`config.mk`:
```
export PLATFORM = sky130hd
export DESIGN_NAME = eth_tx_sched
export DESIGN_NICKNAME = d
export VERILOG_FILES = /design/src/rtl/eth_tx_sched.sv
export SDC_FILE = /design/constraint.sdc
export NUM_CORES = 1
export LEC_CHECK = 0
export CORE_MARGIN = 2
export CORE_UTILIZATION = 45
export CTS_CLUSTER_SIZE = 25
export DETAILED_ROUTE_END_ITERATION = 7
export PLACE_DENSITY = 0.81
export SETUP_SLACK_MARGIN = 0.3
export SYNTH_ARGS = -nofsm -noshare
export SYNTH_HDL_FRONTEND = slang
export SYNTH_SLANG_ARGS = --single-unit
```
`constraint.sdc`:
```
create_clock -name clk -period 4.7 [get_ports clk]
set_input_delay 0.705 -clock clk [delete_from_list [all_inputs] [get_ports clk]]
set_output_delay 0.705 -clock clk [all_outputs]
set_load 0.02 [all_outputs]
```
`src/rtl/eth_tx_sched.sv`:
```
// eth_tx_sched: fixed-priority (ARP > ICMP > UDP) GMII TX arbiter with inter-frame gap and hold watchdog.
// Ports: *_tx_start request pulses in; *_tx_done completions in; *_gmii_tx_en/*_gmii_txd per-source GMII in;
// *_tx_go launch pulses out; gmii_tx_en/gmii_txd merged GMII out (1-cycle registered);
// sel owner (0 none, 1 ARP, 2 ICMP, 3 UDP); busy (state != IDLE); timeout_err watchdog release pulse.
module eth_tx_sched #(
  parameter int IFG_CYCLES = 12,
  parameter int TIMEOUT    = 4096
) (
  input  logic       clk,
  input  logic       rst_n,
  input  logic       arp_tx_start,
  input  logic       icmp_tx_start,
  input  logic       udp_tx_start,
  input  logic       arp_tx_done,
  input  logic       icmp_tx_done,
  input  logic       udp_tx_done,
  input  logic       arp_gmii_tx_en,
  input  logic [7:0] arp_gmii_txd,
  input  logic       icmp_gmii_tx_en,
  input  logic [7:0] icmp_gmii_txd,
  input  logic       udp_gmii_tx_en,
  input  logic [7:0] udp_gmii_txd,
  output logic       arp_tx_go,
  output logic       icmp_tx_go,
  output logic       udp_tx_go,
  output logic       gmii_tx_en,
  output logic [7:0] gmii_txd,
  output logic [1:0] sel,
  output logic       busy,
  output logic       timeout_err
);
  localparam int WD_W  = TIMEOUT > 1 ? $clog2(TIMEOUT) : 1;
  localparam int GAP_W = IFG_CYCLES > 1 ? $clog2(IFG_CYCLES) : 1;
  typedef enum logic [1:0] {S_IDLE, S_LAUNCH, S_ACTIVE, S_GAP} state_t;
  state_t           r_state, w_next;
  logic [2:0]       r_pend, r_go, w_go, w_start, w_clr;
  logic [1:0]       r_sel, w_sel, w_pick;
  logic [WD_W-1:0]  r_wd;
  logic [GAP_W-1:0] r_gap;
  logic             r_tmo, w_tmo, r_busy, r_tx_en, w_sel_done, w_src_en, w_fwd;
  logic [7:0]       r_txd, w_src_txd;
  assign w_start    = {udp_tx_start, icmp_tx_start, arp_tx_start};
  assign w_pick     = r_pend[0] ? 2'd1 : r_pend[1] ? 2'd2 : 2'd3;
  assign w_sel_done = (r_sel == 2'd1 && arp_tx_done) || (r_sel == 2'd2 && icmp_tx_done) ||
                      (r_sel == 2'd3 && udp_tx_done);
  assign w_src_en   = r_sel == 2'd1 ? arp_gmii_tx_en : r_sel == 2'd2 ? icmp_gmii_tx_en :
                      r_sel == 2'd3 ? udp_gmii_tx_en : 1'b0;
  assign w_src_txd  = r_sel == 2'd1 ? arp_gmii_txd : r_sel == 2'd2 ? icmp_gmii_txd :
                      r_sel == 2'd3 ? udp_gmii_txd : 8'h00;
  assign w_fwd      = r_state == S_LAUNCH || r_state == S_ACTIVE;
  // A flag is consumed while its source is in LAUNCH; a start in that same cycle re-arms it.
  assign w_clr      = r_state == S_LAUNCH ? {r_sel == 2'd3, r_sel == 2'd2, r_sel == 2'd1} : 3'b000;
  always_ff @(posedge clk or negedge rst_n) begin
    if (!rst_n) r_state <= S_IDLE;
    else        r_state <= w_next;
  end
  always_comb begin
    w_next = r_state;
    w_sel  = r_sel;
    w_go   = 3'b000;
    w_tmo  = 1'b0;
    case (r_state)
      S_IDLE: if (|r_pend) begin
        w_next = S_LAUNCH;
        w_sel  = w_pick;
        w_go   = {w_pick == 2'd3, w_pick == 2'd2, w_pick == 2'd1};
      end
      S_LAUNCH: w_next = S_ACTIVE;
      // Done takes precedence over a watchdog expiry in the same cycle.
      S_ACTIVE: if (w_sel_done) w_next = S_GAP;
        else if (r_wd == WD_W'(TIMEOUT - 1)) begin
          w_next = S_GAP;
          w_tmo  = 1'b1;
        end
      S_GAP: if (r_gap == GAP_W'(IFG_CYCLES - 1)) begin
        w_next = S_IDLE;
        w_sel  = 2'd0;
      end
      default: w_next = S_IDLE;
    endcase
  end
  always_ff @(posedge clk or negedge rst_n) begin
    if (!rst_n) begin
      r_pend  <= '0;
      r_sel   <= '0;
      r_wd    <= '0;
      r_gap   <= '0;
      r_go    <= '0;
      r_tmo   <= 1'b0;
      r_busy  <= 1'b0;
      r_tx_en <= 1'b0;
      r_txd   <= '0;
    end else begin
      r_pend  <= w_start | (r_pend & ~w_clr);
      r_sel   <= w_sel;
      r_wd    <= r_state == S_ACTIVE ? r_wd + 1'b1 : '0;
      r_gap   <= r_state == S_GAP ? r_gap + 1'b1 : '0;
      r_go    <= w_go;
      r_tmo   <= w_tmo;
      r_busy  <= w_next != S_IDLE;
      r_tx_en <= w_fwd && w_src_en;
      r_txd   <= w_fwd ? w_src_txd : 8'h00;
    end
  end
  assign arp_tx_go   = r_go[0];
  assign icmp_tx_go  = r_go[1];
  assign udp_tx_go   = r_go[2];
  assign gmii_tx_en  = r_tx_en;
  assign gmii_txd    = r_txd;
  assign sel         = r_sel;
  assign busy        = r_busy;
  assign timeout_err = r_tmo;
endmodule

```
==> impl_metrics.csv <==
group,metric,value,unit
logic_synthesis,syn_avg_cell_area,11.2,sq um
logic_synthesis,ys_top_cells_by_count,"dfrtp_1 (37), nor2_1 (12), nor2b_1 (12)",
timing,finalCritPeriodShare,51.6,%
layout,final_area,2390,sq um
floorplan,die_h,67.0,um
layout,drive_gt1_share,8.02,%
floorplan,die_area,4490,sq um
timing,fmax,412,MHz
critical_path,rrSetupSlack,2.66,ns
routing,first_pass_iters,4,
power,power_frac_comb,6.9,%
logic_synthesis,synth.area.mux_share,6.52,%
logic_synthesis,ys_types,31,
power,ir_drop,0.000143,V
power,switching_power,0.000117,W
place,post-dp-hpwl,2.90,mm
critical_path,worst_path_max_delay_cell,"clkdlybuf4s50_1",
layout,nets,252,
place,dp.cells,252,
clock_network,postCtsHoldBufs,0,
timing,report.final.hold_viol_count,0,
routing,post_drt_wl_per_cell,15.0,um
logic_synthesis,synth-seq-area-share,51.9,%
flow_run,maxCapViolations,0,
logic_synthesis,synthCells,160,
run_status,outcome,"completed",
routing,ant_nets,0,
global_routing,gr-total-overflow,0,
layout,areaGrowthSynthToFinish,33.8,%
critical_path,endpoint_kind,"output pin",
clock_network,tritoncts,"built",
critical_path,cp.arrival,1.72,ns
logic_synthesis,synth_area_leaders,"dfrtp_1 (52%), mux2_2 (5.7%), xor2_1 (4.9%)",
floorplan,fp.coreArea,3740,sq um
clock_network,cts_root_buf,"clkbuf_8",
power,p_leak,1.03,nW
logic_synthesis,synth_nets,201,
floorplan,pin_count,51,
clock_network,cts.path.max_buffers,2,
timing,tns,0,ns
critical_path,path_buf_inv,1,
critical_path,path_class,"reg2out",
timing,maxSlewViolCount,0,
logic_synthesis,ys_ff_latch,37,
logic_synthesis,netlist_area,1790,sq um
global_routing,grt_pass1_wl,6.50,mm
timing,rsz0062_at_grt,"false",
power,powerDensity,238,nW/um^2
min_path,worstHoldPathType,"reg2reg",
critical_path,critPathLaunchType,"flop",
timing,finClkSkew,0.00330,ns
clock_network,clock-sinks,37,
place,gp_congestion,0.807,
layout,fillers,313,
critical_path,crit_family,"buffers and inverters",
floorplan,die_w,67.0,um
logic_synthesis,synth_compound_area_share,10.4,%
global_routing,grt_pass1_vias,1477,
clock_network,cts_made_buffers,5,
routing,totalWireLength,3.90,mm
place,placed_cell_area,2310,sq um
clock_network,cts_setup_buffers,0,
layout,fin_cells,260,
critical_path,cp_slowest_stage_delay,0.72,ns
logic_synthesis,ys_async_sr_fraction,100,%
critical_path,crit_required,3.99,ns
global_routing,grt.total_usage,19.7,%
timing,setup-violations-final,0,
logic_synthesis,synth_top_family_by_area,"simple AND/OR/NAND/NOR gates",
floorplan,fp-row-count,22,
power,power_frac_seq,56.0,%
power,swShare,20.5,%
floorplan,start_util,47.7,%
logic_synthesis,synth_edf_count,0,
logic_synthesis,synth_ff_type,"dfrtp_1",
routing,viasPerCell,5.32,
logic_synthesis,synth_top_area_share,51.9,%
critical_path,crit_chain,"clkdlybuf4s50_1",
logic_synthesis,synth_most_common_cell,"dfrtp_1",
logic_synthesis,yosys.area_share.adder,4.20,%
global_routing,grt_max_degree,38,
clock_network,clock_latency,0.29,ns
timing,slew_headroom,47.1,%
clock_network,cts_resized,0,
critical_path,path_max_fanout,17,
clock_network,clk_pin_slew,0.07,ns
logic_synthesis,yosys.area_share.simple,18.5,%
timing,finalWorstSetupSlack,2.27,ns
power,internal_power,0.000451,W
place,pre_cts_ws,2.57,ns
logic_synthesis,synth-xor-area-share,5.89,%
logic_synthesis,synth_warnings,0,
global_routing,antenna_found_initial,0,
clock_network,h-tree-depth,2,
logic_synthesis,synth_largest_area_cell,"dfrtp_1",
place,portBuffers,50,
routing,remaining_drc_errors,0,
power,p_total,0.000568,W
layout,antenna_cells,0,
routing,drt_iter0_drc,73,
timing,worst_pin_slew,0.793,ns
power,p_clk_share,37.1,%
routing,vias,1384,
timing,layout_min_cycle_time,2.43,ns
## cells in the final DEF, fill, tap and decap left out, drive strengths merged, types with 7 or more instances in the layout
| master | n |
|---|---|
| clkdlybuf4s50 | 49 |
| and2 | 8 |
| nor2 | 12 |
| mux2 | 10 |
| nor2b | 12 |
| a22oi | 10 |
| dfrtp | 37 |
| o21ai | 7 |
| xor2 | 10 |
| clkbuf | 8 |
## power groups by stage
| stage | Combinational [W] | Sequential (W) | Clock, W |
|---|---|---|---|
| global route | 0.0000424 | 0.000318 | 0.000228 |
| detailed placement | 0.0000399 | 0.000324 | 0 |
| CTS | 0.0000401 | 0.000318 | 0.000213 |
| global placement | 0.0000390 | 0.000324 | 0 |
| finish | 0.0000392 | 0.000318 | 0.000211 |
| floorplan | 0.00000478 | 0.000324 | 0 |
## worst paths after layout
| path | start | to | cells past startpoint |
|---|---|---|---|
| max | sel[0]$_DFFE_PN0P_ | sel[0] | 1 |
| min | r_gap[0]$_DFF_PN0_ | r_gap[0]$_DFF_PN0_ | 1 |
| max reg2reg | sel[0]$_DFFE_PN0P_ | busy$_DFF_PN0_ | 4 |
| min reg2reg | r_gap[0]$_DFF_PN0_ | r_gap[0]$_DFF_PN0_ | 1 |
| max in group asynchronous | rst_n | r_wd[10]$_DFF_PN0_ | 1 |
| min in group asynchronous | rst_n | r_wd[5]$_DFF_PN0_ | 1 |
## through the flow
step / util [%] / hold slack [ns]
finish: 63.8 / 0.471
global placement: 61.7 / 0.449
detailed placement: 61.7 / 0.468
global route: 63.8 / 0.502
CTS: 63.8 / 0.477
floorplan: - / 0.409
## per-layer routing
metal | GRT usage (%) | vias up | routed length, um
met5 | 0 | - | 0
met4 | 6.89 | 0 | 55
met3 | 5.74 | 7 | 246
met2 | 36.0 | 46 | 2020
met1 | 21.6 | 670 | 1580
li1 | - | 661 | -
## cell type report
class,count,area (sq um),share of cell area (%)
Clock buffer,8,80.1,3.35
Inverter,4,15.0,0.629
Multi-Input combinational cell,113,812,34.0
Sequential cell,37,926,38.8
Tap cell,48,60.1,2.51
Timing Repair Buffer,50,495,20.7
## flip-flops by register name, summed over array words and instances, names as in the netlist
| name | flops |
|---|---|
| gmii_txd | 8 |
| r_gap | 4 |
| r_go | 3 |
| r_pend | 3 |
| r_wd | 12 |
| timeout_err | 1 |
| gmii_tx_en | 1 |
| r_state | 2 |
| sel | 2 |
| busy | 1 |
## logic make-up (layout without fill, tap and decap cells)
family	count (synthesis)	after routing
AOI/OAI and AO/OA	26	26
xor gates and xnor gates	12	12
adders and majority gates	6	6
buffers and inverters	10	62
DFF	37	37
muxes	10	10
and+or+nand+nor	59	59
Power figures use the tool's default switching activity.
